**src/rtl/int_request_ctrl_if.sv**
```systemverilog
// Interrupt request bus between board-side sources, the PC and int_request_ctrl.
// Optional macro: INT_MASK_EN adds the int_mask request-gating input.
//   irq_src     : raw asynchronous request lines (bit0 = level1)
//   int_running : interruptN_running acknowledge from the PC
//   int_done    : interruptN_done one-cycle retire pulse from decode
//   interrupt   : level-held request lines to the PC
//   pending     : latched, not-yet-acknowledged requests
//   in_service  : acknowledged, not-yet-retired levels
//   lost_cnt    : saturating count of requests dropped while already pending
//   int_mask    : (INT_MASK_EN only) 1 = request line held off for that level
interface int_request_ctrl_if #(
  parameter int unsigned LOST_CNT_W = 8
);
  logic [2:0]            irq_src;
  logic [2:0]            int_running;
  logic [2:0]            int_done;
  logic [2:0]            interrupt;
  logic [2:0]            pending;
  logic [2:0]            in_service;
  logic [LOST_CNT_W-1:0] lost_cnt;
`ifdef INT_MASK_EN
  logic [2:0]            int_mask;
`endif

  // Controller side.
  modport master (
`ifdef INT_MASK_EN
    input  int_mask,
`endif
    input  irq_src,
    input  int_running,
    input  int_done,
    output interrupt,
    output pending,
    output in_service,
    output lost_cnt
  );

  // Board / PC side.
  modport slave (
`ifdef INT_MASK_EN
    output int_mask,
`endif
    output irq_src,
    output int_running,
    output int_done,
    input  interrupt,
    input  pending,
    input  in_service,
    input  lost_cnt
  );
endinterface

```
**src/rtl/int_request_ctrl.sv**
```systemverilog
// Three-level interrupt request initiator: conditions raw sources (sync,
// debounce, rising edge), latches pending requests, and drives priority-gated
// interrupt lines until the PC acknowledges via int_running / int_done.
// Level 3 is highest priority. Optional macro: INT_MASK_EN (per-level mask).
// Ports:
//   clk   : system clock, rising edge
//   rst_n : asynchronous active-low reset
//   bus   : int_request_ctrl_if.master (irq_src, int_running, int_done in;
//           interrupt, pending, in_service, lost_cnt out)
module int_request_ctrl #(
  parameter int unsigned DEBOUNCE_CYCLES = 4,
  parameter int unsigned LOST_CNT_W      = 8
) (
  input  logic               clk,
  input  logic               rst_n,
  int_request_ctrl_if.master bus
);

  localparam int unsigned NLVL  = 3;
  localparam int unsigned CNT_W = 8;
  localparam int unsigned SUM_W = LOST_CNT_W + 2;

  logic [NLVL-1:0]       sync1;
  logic [NLVL-1:0]       sync2;
  logic [NLVL-1:0]       level;
  logic [NLVL-1:0]       level_d;
  logic [NLVL-1:0]       run_d;
  logic [CNT_W-1:0]      db_cnt [NLVL];
  logic [NLVL-1:0]       pending_q;
  logic [NLVL-1:0]       in_service_q;
  logic [NLVL-1:0]       interrupt_q;
  logic [LOST_CNT_W-1:0] lost_q;

  logic [NLVL-1:0]       rise_c;
  logic [NLVL-1:0]       ack_c;
  logic [NLVL-1:0]       lost_c;
  logic [NLVL-1:0]       gate_c;
  logic [NLVL-1:0]       mask_c;
  logic [SUM_W-1:0]      lost_sum_c;

`ifdef INT_MASK_EN
  assign mask_c = bus.int_mask;
`else
  assign mask_c = '0;
`endif

  // Two-flop synchroniser for the asynchronous sources.
  always_ff @(posedge clk or negedge rst_n) begin
    if (!rst_n) begin
      sync1 <= '0;
      sync2 <= '0;
    end else begin
      sync1 <= bus.irq_src;
      sync2 <= sync1;
    end
  end

  // Debounce: count consecutive samples that disagree with the accepted level;
  // any sample agreeing with the level restarts the count.
  always_ff @(posedge clk or negedge rst_n) begin
    if (!rst_n) begin
      level <= '0;
      for (int k = 0; k < NLVL; k++) db_cnt[k] <= '0;
    end else begin
      for (int k = 0; k < NLVL; k++) begin
        if (sync2[k] == level[k]) begin
          db_cnt[k] <= '0;
        end else if (db_cnt[k] == CNT_W'(DEBOUNCE_CYCLES - 1)) begin
          level[k]  <= sync2[k];
          db_cnt[k] <= '0;
        end else begin
          db_cnt[k] <= db_cnt[k] + CNT_W'(1);
        end
      end
    end
  end

  assign rise_c = level & ~level_d;
  // The PC acknowledges on the first cycle int_running is seen high.
  assign ack_c  = bus.int_running & ~run_d;
  // A new edge is only lost if the previous request survives this cycle.
  assign lost_c = rise_c & pending_q & ~ack_c;
  // A level may request unless it or any higher level is in service.
  assign gate_c = {~in_service_q[2], ~(|in_service_q[2:1]), ~(|in_service_q)};

  assign lost_sum_c = SUM_W'(lost_q) + SUM_W'(lost_c[0]) + SUM_W'(lost_c[1])
                    + SUM_W'(lost_c[2]);

  // Request / service bookkeeping and registered request lines.
  always_ff @(posedge clk or negedge rst_n) begin
    if (!rst_n) begin
      level_d      <= '0;
      run_d        <= '0;
      pending_q    <= '0;
      in_service_q <= '0;
      interrupt_q  <= '0;
      lost_q       <= '0;
    end else begin
      level_d      <= level;
      run_d        <= bus.int_running;
      pending_q    <= rise_c | (pending_q & ~ack_c);
      in_service_q <= (in_service_q & ~bus.int_done) | ack_c;
      interrupt_q  <= pending_q & gate_c & ~mask_c;
      if (|lost_sum_c[SUM_W-1:LOST_CNT_W]) begin
        lost_q <= '1;
      end else begin
        lost_q <= lost_sum_c[LOST_CNT_W-1:0];
      end
    end
  end

  assign bus.interrupt  = interrupt_q;
  assign bus.pending    = pending_q;
  assign bus.in_service = in_service_q;
  assign bus.lost_cnt   = lost_q;

endmodule
```
**src/flat_wrapper.sv**
```systemverilog
// flat-port wrapper written by rule: the top's interface ports become plain ports
module int_request_ctrl_flat 
#(
  parameter int unsigned DEBOUNCE_CYCLES = 4,
  parameter int unsigned LOST_CNT_W      = 8
)
  (clk, rst_n, bus_irq_src, bus_int_running, bus_int_done, bus_interrupt, bus_pending, bus_in_service, bus_lost_cnt);
  int_request_ctrl_if #(.LOST_CNT_W(LOST_CNT_W)) bus_i ();
  input  logic clk;
  input  logic rst_n;
  input wire logic [$bits(bus_i.irq_src)-1:0] bus_irq_src;
  input wire logic [$bits(bus_i.int_running)-1:0] bus_int_running;
  input wire logic [$bits(bus_i.int_done)-1:0] bus_int_done;
  output wire logic [$bits(bus_i.interrupt)-1:0] bus_interrupt;
  output wire logic [$bits(bus_i.pending)-1:0] bus_pending;
  output wire logic [$bits(bus_i.in_service)-1:0] bus_in_service;
  output wire logic [$bits(bus_i.lost_cnt)-1:0] bus_lost_cnt;
  assign bus_i.irq_src = bus_irq_src;
  assign bus_i.int_running = bus_int_running;
  assign bus_i.int_done = bus_int_done;
  assign bus_interrupt = bus_i.interrupt;
  assign bus_pending = bus_i.pending;
  assign bus_in_service = bus_i.in_service;
  assign bus_lost_cnt = bus_i.lost_cnt;
  int_request_ctrl #(.DEBOUNCE_CYCLES(DEBOUNCE_CYCLES), .LOST_CNT_W(LOST_CNT_W)) u_core (.clk(clk), .rst_n(rst_n), .bus(bus_i));
endmodule
```
**config.mk**
```make
export PLATFORM = sky130hd
export DESIGN_NAME = int_request_ctrl_flat
export DESIGN_NICKNAME = d
export VERILOG_FILES = /design/src/rtl/int_request_ctrl_if.sv /design/src/rtl/int_request_ctrl.sv /design/src/flat_wrapper.sv
export SDC_FILE = /design/constraint.sdc
export NUM_CORES = 1
export LEC_CHECK = 0
export CORE_MARGIN = 2
export CORE_UTILIZATION = 55
export DETAILED_ROUTE_END_ITERATION = 10
export PLACE_DENSITY_LB_ADDON = 0.2
export SLEW_MARGIN = 20
export SYNTH_ARGS = -nofsm -noshare
export SYNTH_HDL_FRONTEND = slang
export SYNTH_SLANG_ARGS = --single-unit
export TNS_END_PERCENT = 10
```
**constraint.sdc**
```tcl
create_clock -name clk -period 2.9 [get_ports clk]
set_input_delay 0.58 -clock clk [delete_from_list [all_inputs] [get_ports clk]]
set_output_delay 0.58 -clock clk [all_outputs]
set_load 0.01 [all_outputs]
```
==> reports/qor.txt <==
outcome: complete, no violations
vias in the first global route: 1687
Final Hold Fails: 0
Seq/Total Area, Yosys: 55.7%
root buffer cell: clkbuf_8
clk_skew: 0.0116 ns
Peak VDD IR: 0.000470 V
Setup-failing EPs final: 0
Initial DRT Pass Iterations: 4
CP required: 3.13 ns
most frequent CP cell: inv_1
CP bufs+invs: 4
CTS Sinks: 56
Die Wd: 71.7 um
syn_area_per_cell: 11.0 sq um
first-pass GRT wire length: 7710 um
Post-synth EDFFs: 0
Clock Pin Slew Worst Setup and Hold Paths: 0.10 ns
CP Launch Type: primary input
Async SR Flop Fraction: 100%
share of the synthesized area in the top cell type: 55.7%
vias per cell: 5.46
Mapped Cells: 228
die height: 71.7 um
Yosys top cell by area: dfrtp_1
Net count, final: 284
Post-Synthesis Cell Area: 2520 sq um
CP peak stage delay: 0.48 ns
total of max-cap violations: 0
Max Fclk: 358 MHz
worst hold margin: 0.353 ns
Area contributors post-synth: dfrtp_1, xor2_1, nor2_1
crit path max-delay cell type: clkdlybuf4s50_1
period utilization: 96.3%
GP Congestion: 0.904
Rel. slew slack: 43.2%
area grow syn2layout: 17.8%
Most used DFF post-synth: dfrtp_1
drt first-iter violations: 98
post-layout util: 67.7%
leakage: 0.00135 uW
HP Class: reg2reg
power per cell area: 762 nW/um^2
wirelength, routed: 4210 um
Cell variety after synth: 42
num rows: 24
Top delay family on crit path: adder cells
Synth Warn #: 0
DP Wirelength: 3140 um
largest net degree at the start of global routing: 41
Die ar.: 5130 sq um
Worst-Margin Slew: 0.852 ns
initial antenna violation count: 0
Antenna Violating Nets Remaining: 0
Final min period: 2.79 ns
routed vias: 1736
clk buf depth: 2
I/O pin count: 28
Slew Viols, Final: 0
Avg WL per Cell: 13.2 um
Remaining Overflow, GRT: 0
crit end category: flop
CTS tree: built
Inserted Clock Buffers: 5
IO Port Bufs: 27
crit path kind: in2reg
Core ar.: 4380 sq um
Total Routing Usage GR: 19.0%
number of diodes: 0
share of cells above drive strength 1: 9.77%
design area: 2970 sq um
cells along the critical path: clkdlybuf4s50_1, nand2b_1, nand2_1, nor2_1, ha_1, inv_1, fa_1, inv_1, ha_1, inv_1, a211oi_1, o21ai_1, nand3b_1
TNS Setup: 0 ns
FF+latch count, synth: 56
DRC Markers: 0
Cell Area, Placed: 2870 sq um
Max FO, Critical Path: 6
H-tree levels: 2
clock latency on the worst-skew pair: 0.30 ns
Mapped Nets: 247
Initial Utilization: 57.4%
Arrival @ worst endpoint: 3.02 ns
unrepaired setup endpoints after global routing: true
## worst register-to-register path, delay by kind of cell (launching register included)
kind,cells,cell delay (ns)
adders and majority gates,3,0.83
DFF,1,0.38
AOI/OAI and AO/OA,2,0.58
buffers and inverters,3,0.18
and+or+nand+nor,4,0.46
## routing by layer
layer | GRT usage [%] | up-vias | wire [um]
li1 | - | 863 | -
met1 | 28.1 | 840 | 2020
met2 | 29.3 | 31 | 2030
met3 | 3.94 | 2 | 144
met4 | 4.40 | 0 | 15
met5 | 0 | - | 0
## stage by stage
stage               power [uW]  setup WS [ns]  std cells
finish                    2260          0.108        318
floorplan                 1560          0.451        228
detailed placement        1850         -0.184        310
global route              2450        -0.0507        318
CTS                       2290          0.138        318
global placement          1820         -0.123        310
## state kept, by name (all words and copies together), names as in the netlist
register	count
u_core.bus.pending	3
u_core.level_d	3
u_core.bus.interrupt	3
u_core.run_d	3
u_core.sync2	3
u_core.bus.lost_cnt	8
u_core.sync1	3
u_core.bus.in_service	3
u_core.db_cnt	24
u_core.level	3
## layout by cell type, fill, tap and decap left out, types with 2 or more instances in the layout
cell	instances
buf_4	6
ha_1	7
nand4_1	4
nor3b_1	2
xnor2_1	7
nand3b_1	3
a31oi_1	2
nor2_1	24
nand2_1	17
inv_1	10
nor4b_1	2
nand3_1	17
xor2_1	19
o21ai_0	6
nand2b_1	4
mux2_2	3
a21oi_1	2
clkdlybuf4s50_1	26
nor4_1	4
clkbuf_8	6
dfrtp_1	56
clkinvlp_4	2
and3_1	10
nor3_1	3
or3_1	3
## cells in the mapped netlist (2+ instances only)
| library cell | number |
|---|---|
| nor4_1 | 4 |
| a31oi_1 | 2 |
| ha_1 | 7 |
| nor3b_1 | 2 |
| buf_4 | 2 |
| nand3b_1 | 3 |
| a21oi_1 | 2 |
| nor2_1 | 24 |
| nand3_1 | 17 |
| nand2_1 | 17 |
| nand2b_1 | 4 |
| nor4b_1 | 2 |
| xnor2_1 | 7 |
| mux2_2 | 3 |
| nor2b_1 | 2 |
| inv_1 | 10 |
| or3_1 | 3 |
| nand4_1 | 4 |
| o21ai_0 | 6 |
| dfrtp_1 | 56 |
| and3_1 | 10 |
| nor3_1 | 3 |
| xor2_1 | 19 |
## area by class of cell
cell class,instances,area [sq um]
fill,351,1420
sequential,56,1400
multi-input combinational,159,1050
timing repair buffer,33,310
clock buffer,6,82.6
tap,52,65.1
inverter,10,37.5
clock inverter,2,15.0
## repair_timing
action                                  CTS  global route
hold buffers                              0             0
endpoints found under the setup margin    0             8
resized for setup                         0             1
buffers inserted                          0             0
## power by group
| part | total (uW) | internal, uW | leakage [uW] | switching (uW) |
|---|---|---|---|---|
| registers | 1120 | 947 | 0.000713 | 178 |
| clock network | 438 | 194 | 0.0000434 | 244 |
| logic | 698 | 370 | 0.000593 | 328 |
## final timing paths
check	slack, ns	startpoint	end	cells past startpoint
max in group asynchronous	1.82	rst_n	u_core.bus.interrupt[1]	2
min in group asynchronous	0.38	rst_n	u_core.db_cnt[19]	1
min reg2reg	0.35	u_core.sync1[0]	u_core.sync2[0]	0
max reg2reg	0.42	u_core.run_d[0]	u_core.bus.lost_cnt[1]	12
min	0.35	u_core.sync1[0]	u_core.sync2[0]	0
max	0.11	bus_int_running[0]	u_core.bus.lost_cnt[1]	13
## cells by family (layout without fill, tap and decap cells)
| kind of cell | count (synthesis) | in the layout | share of synthesized area (%) |
|---|---|---|---|
| XOR/XNOR | 26 | 26 | 9.05 |
| flip-flops | 56 | 56 | 55.7 |
| adder cells (fa/ha/maj) | 8 | 8 | 4.27 |
| AO/OA/AOI/OAI | 19 | 19 | 5.12 |
| multiplexers | 4 | 4 | 1.94 |
| AND/OR/NAND/NOR | 102 | 102 | 21.4 |
| buffers and inverters | 13 | 51 | 2.53 |
No activity file was read; power rests on OpenSTA's default activity.
==> patch 1 (config.mk and constraints unchanged) <==
Reset style: synchronous (`rst_n`), changed in 3 clocked blocks. Comments in the files are not updated.
--- a/src/rtl/int_request_ctrl.sv
+++ b/src/rtl/int_request_ctrl.sv
@@ -45,7 +45,7 @@
 `endif
 
   // Two-flop synchroniser for the asynchronous sources.
-  always_ff @(posedge clk or negedge rst_n) begin
+  always_ff @(posedge clk) begin
     if (!rst_n) begin
       sync1 <= '0;
       sync2 <= '0;
@@ -57,7 +57,7 @@
 
   // Debounce: count consecutive samples that disagree with the accepted level;
   // any sample agreeing with the level restarts the count.
-  always_ff @(posedge clk or negedge rst_n) begin
+  always_ff @(posedge clk) begin
     if (!rst_n) begin
       level <= '0;
       for (int k = 0; k < NLVL; k++) db_cnt[k] <= '0;
@@ -87,7 +87,7 @@
                     + SUM_W'(lost_c[2]);
 
   // Request / service bookkeeping and registered request lines.
-  always_ff @(posedge clk or negedge rst_n) begin
+  always_ff @(posedge clk) begin
     if (!rst_n) begin
       level_d      <= '0;
       run_d        <= '0;
Function: differs if rst_n is asserted again (counterexample within 4 cycles, from zero or initial values and one cycle with rst_n low); with rst_n held inactive, the same outputs for 10 cycles.
==> patch 1 against the unedited design <==
  * Non-clock buffer count increased by 1
  * Clock skew decreased by 1.5 ps
  * Area after synthesis increased by 4.3%
  * Final area increased by 7.5%
  * Count of clock-buffer cells in the layout unchanged
  * Global-route usage decreased by 0.49 points
  * Wire length increased by 8.6%
  * Critical endpoint is now u_core.bus.lost_cnt[1]
  * Sequential cell count unchanged
  * Maximum frequency about the same
  * Worst setup slack got worse by 1.1 ps
  * Worst hold slack improved by 98 ps
Power is not compared: it rests on default switching activity, and its combinational part moved more than twofold at a synthesized area within 25%.
==> patch 1: results <==
set metrics [dict create \
    portBuffers 27 \
    grt_pass1_wl_um 7500 \
    fin_skew_ps 10.1 \
    wl_um 4570 \
    grt_usage 0.185 \
    grt_max_degree 18 \
    synthArstFlopShare 0 \
    path_clk_slew_ps 100 \
    power.leakage_nw 1.27 \
    h-tree-depth 2 \
    synth.top_cells.by_count "33 x nor2_1, 32 x dfxtp_1, 24 x edfxtp_1" \
    startpoint "bus_int_running[0]" \
    crit_fanout 7 \
    ys_seq_area_frac 0.519 \
    drtIter0Drc 77 \
    netlist_top_cells_area "edfxtp_1 27%, dfxtp_1 24%, xor2_1 6.7%" \
    clock_latency_ps 310 \
    status "finished, final reports clean" \
    antenna_found_initial 0 \
    drive_above_1_share 0.0939 \
    hp-class "register to register" \
    grt_pass1_vias 1688 \
    fillCellCount 369 \
    ys_types 44 \
    worstPathArrival_ps 3020 \
    top_register "u_core.db_cnt" \
    cts-root-buf "clkbuf_8" \
    ys_dominant_reg_cell "dfxtp_1" \
    antenna_cells 0 \
    yosysWarningCount 0 \
    max_stage_delay_ps 480 \
    cts_buffers 5 \
    routed_via_density 5.09 \
    largest_register_ffs 24 \
    timing.slew.headroom 0.644 \
    reg2reg_from "u_core.run_d[0]" \
    nets 327 \
    slowest_stage "clkdlybuf4s50_1" \
    gp_congestion 0.897 \
    synth-edff-count 24 \
    dpl.hpwl_um 3370 \
    min_from "u_core.sync1[0]" \
    firstDrtPassIters 4 \
    clk_path_buf_depth 2 \
]
[patch 1: cell types whose count changed in the layout (fill, tap and decap cells not counted), sizes merged, moves of 11 or more]
cell,unedited run,this run
and2,1,14
edfxtp,0,24
nand2,17,5
conb,0,24
dfrtp,56,0
dfxtp,0,32
a21oi,2,13
[patch 1: routing by layer]
layer,global-route usage,wire length (um)
met4,0.0658,28
met1,0.254,2180
met2,0.285,2180
met5,0,0
met3,0.0470,178
[patch 1: logic make-up (layout without fill, tap and decap cells)]
kind of cell,Yosys count,in the layout,share of synthesized area
AOI/OAI and AO/OA,25,25,0.0667
xor gates and xnor gates,28,28,0.0934
adders and majority gates,8,8,0.0410
buffers and inverters,13,50,0.0229
DFF,56,56,0.519
muxes,3,3,0.0114
other,1,24,0.00143
and+or+nand+nor,115,115,0.245
[patch 1: power by group]
group          switching [mW]  internal (mW)
Sequential             0.0191          0.845
Clock                   0.249          0.196
Combinational          0.0344         0.0364
Total                   0.302           1.08
[patch 1: area by class of cell]
cell class	count	area, sq um	share of cell area
flip-flops and latches	56	1360	0.427
multi-input cells	203	1310	0.411
repair buffers	34	323	0.101
clock buffers	6	82.6	0.0259
well taps	54	67.6	0.0212
inverters	8	30.0	0.00942
clock inverters	2	13.8	0.00432
[patch 1: through the flow]
stage	std cells	TNS, ps	worst slack, ps	instance area, sq um
2_1_floorplan	272	0	424	2710
3_3_place_gp	355	-930	-129	3070
3_5_place_dp	355	-1440	-199	3070
4_1_cts	363	0	77.5	3170
5_1_grt	363	-211	-42.2	3190
6_report	363	0	107	3190
[patch 1: worst reg2reg max path, stage by stage (launching register included)]
cell	delay, ps
dfxtp_1	300
nand2b_1	140
nand2_1	100
nor2_2	50
ha_1	270
inv_1	50
fa_1	410
inv_1	70
ha_1	160
nor4b_2	240
a31o_2	230
a31oi_4	160
a21oi_1	170
[patch 1: final timing paths]
check / endpoint / slack, ps / cells past startpoint
setup reg to reg: u_core.bus.lost_cnt[1] / 490 / 12
setup / recovery: u_core.bus.lost_cnt[1] / 110 / 13
hold / removal: u_core.sync2[0] / 450 / 1
hold reg to reg: u_core.sync2[0] / 450 / 1
[patch 1: repair_timing]
item | 4_1_cts | 5_1_grt
resized for setup | 0 | 5
hold buffers | 0 | 0
setup endpoints to repair | 0 | 8
setup buffers | 0 | 0
==> patch 2 (same settings) <==
Without the edit above. `LOST_CNT_W` is set to 8 in 3 places; all go to 6.
--- a/src/rtl/int_request_ctrl_if.sv
+++ b/src/rtl/int_request_ctrl_if.sv
@@ -9,7 +9,7 @@
 //   lost_cnt    : saturating count of requests dropped while already pending
 //   int_mask    : (INT_MASK_EN only) 1 = request line held off for that level
 interface int_request_ctrl_if #(
-  parameter int unsigned LOST_CNT_W = 8
+  parameter int unsigned LOST_CNT_W = 6
 );
   logic [2:0]            irq_src;
   logic [2:0]            int_running;
--- a/src/rtl/int_request_ctrl.sv
+++ b/src/rtl/int_request_ctrl.sv
@@ -9,7 +9,7 @@
 //           interrupt, pending, in_service, lost_cnt out)
 module int_request_ctrl #(
   parameter int unsigned DEBOUNCE_CYCLES = 4,
-  parameter int unsigned LOST_CNT_W      = 8
+  parameter int unsigned LOST_CNT_W      = 6
 ) (
   input  logic               clk,
   input  logic               rst_n,
--- a/src/flat_wrapper.sv
+++ b/src/flat_wrapper.sv
@@ -2,7 +2,7 @@
 module int_request_ctrl_flat 
 #(
   parameter int unsigned DEBOUNCE_CYCLES = 4,
-  parameter int unsigned LOST_CNT_W      = 8
+  parameter int unsigned LOST_CNT_W      = 6
 )
   (clk, rst_n, bus_irq_src, bus_int_running, bus_int_done, bus_interrupt, bus_pending, bus_in_service, bus_lost_cnt);
   int_request_ctrl_if #(.LOST_CNT_W(LOST_CNT_W)) bus_i ();
Ports: changed (resized bus_lost_cnt); port bits go from 28 to 26. The function was not compared with the original's and may differ.
==> patch 2 against the unedited design <==
  * Area after synthesis down 7.8%
  * Cell count shrank 8.5%
  * Clock skew is 1.3 ps lower
  * Worst hold slack improved by 3.4 ps
  * Sequential cell count decreased by 2
  * Register-to-register slack gained 40 ps
  * Die area fell by 7.4%
  * Sequential share of layout area grew 1.4 points
  * Worst setup slack better by 42 ps
  * Total power shrank 0.66%
  * Non-clock buffer count down 1
  * Maximum frequency up 1.5%
  * Wire length down 1.5%
  * Final area fell by 6.4%
  * Critical path type unchanged
  * Largest cell class unchanged
  * Highest routed layer unchanged
==> patch 2: results <==
set metrics [dict create \
    cts_resized 0 \
    pre_cts_ws_ps -257 \
    final_cells 291 \
    grt_pass1_vias 1456 \
    grt_max_degree 55 \
    slowest_stage "clkdlybuf4s50_1" \
    ys_types 31 \
    antenna_found_initial 0 \
    synthArstFlopShare 1.00 \
    worst_pin_slew_ps 674 \
    cts-root-buf "clkbuf_8" \
    syn_nets 220 \
    cts_buffers 5 \
    drive_above_1_share 0.116 \
    grt_pass1_wl_um 6740 \
    switching_share 0.334 \
    antenna_cells 0 \
    gp_congestion 0.861 \
    ys_dominant_reg_cell "dfrtp_1" \
    grt_usage 0.198 \
    finalHoldViolCount 0 \
    h-tree-depth 2 \
    crit_fanout 5 \
    dpl.hpwl_um 2980 \
    max_stage_delay_ps 480 \
    synth_cells 202 \
    fin_skew_ps 10.3 \
    synth_mux_area_frac 0.0194 \
    nets 258 \
    clock_latency_ps 310 \
    synth-compound-area-share 0.0345 \
    dp.cells 283 \
    netlist_top_cells_area "dfrtp_1 58%, xor2_1 6.4%, nor2_1 4.2%" \
    status "finished, final reports clean" \
    wl_per_cell_um 14.2 \
    worstPathArrival_ps 2930 \
    portBuffers 25 \
    synthAdderAreaFrac 0.0410 \
    top_register "u_core.db_cnt" \
    synth.top_cells.by_count "54 x dfrtp_1, 26 x nor2_1, 17 x xor2_1" \
    cts_setup_buffers 0 \
    ys_seq_area_frac 0.582 \
    routed_via_density 5.44 \
    synth_xor_area_frac 0.0943 \
    placed_area_sq_mm 0.00268 \
    worstHoldPathCells 0 \
    drtIter0Drc 128 \
    yosysWarningCount 0 \
    firstDrtPassIters 4 \
    power.leakage_nw 1.29 \
    peakVddDrop_mv 0.465 \
    rr_worst_depth 10 \
]
## patch 2: power by group through the flow
stage	clock (mW)	sequential (mW)	combinational, mW
floorplan	0	1.09	0.393
global placement	0	1.09	0.687
detailed placement	0	1.10	0.708
CTS	0.458	1.09	0.719
global route	0.489	1.11	0.812
finish	0.446	1.09	0.712
## patch 2: routing by layer
metal	routed length, um	global-route usage
met5	0	0
met4	58	0.0735
met3	231	0.0503
met2	1960	0.317
met1	1890	0.261
## patch 2: cells by family after synthesis
group,count (synthesis)
AO/OA/AOI/OAI,12
XOR/XNOR,25
adder cells (fa/ha/maj),7
buffers and inverters,6
flip-flops,54
multiplexers,4
AND/OR/NAND/NOR,94
## patch 2: worst paths after layout
path,start,endpoint,slack (ps)
worst max-delay path,bus_int_running[0],u_core.bus.lost_cnt[5],150
worst min-delay path,u_core.sync1[0],u_core.sync2[0],360
worst max register to register,u_core.run_d[0],u_core.bus.lost_cnt[5],460
worst min register to register,u_core.sync1[0],u_core.sync2[0],360
max in group asynchronous,rst_n,u_core.bus.lost_cnt[2],2060
min in group asynchronous,rst_n,u_core.bus.interrupt[1],390
## patch 2: layout make-up
type,count,area [sq um]
multi-input combinational,142,948
inverter,5,18.8
timing repair buffer,32,298
clock inverter,2,16.3
fill,309,1250
tap,50,62.6
clock buffer,6,82.6
sequential,54,1350
## patch 2: worst register-to-register path, cell delays in order, from the launching register on
cell      delay, ps
dfrtp_1         370
nand2b_1        150
nand2_1          90
nor2_1           50
ha_1            280
fa_1            430
ha_2            220
buf_4           140
and3b_2         200
a221oi_2        260
o211ai_1        120
## patch 2: stage by stage
| stage | total power, mW | setup TNS [ps] |
|---|---|---|
| finish | 2.25 | 0 |
| global route | 2.41 | 0 |
| CTS | 2.27 | 0 |
| global placement | 1.78 | -688 |
| floorplan | 1.48 | 0 |
| detailed placement | 1.81 | -1030 |
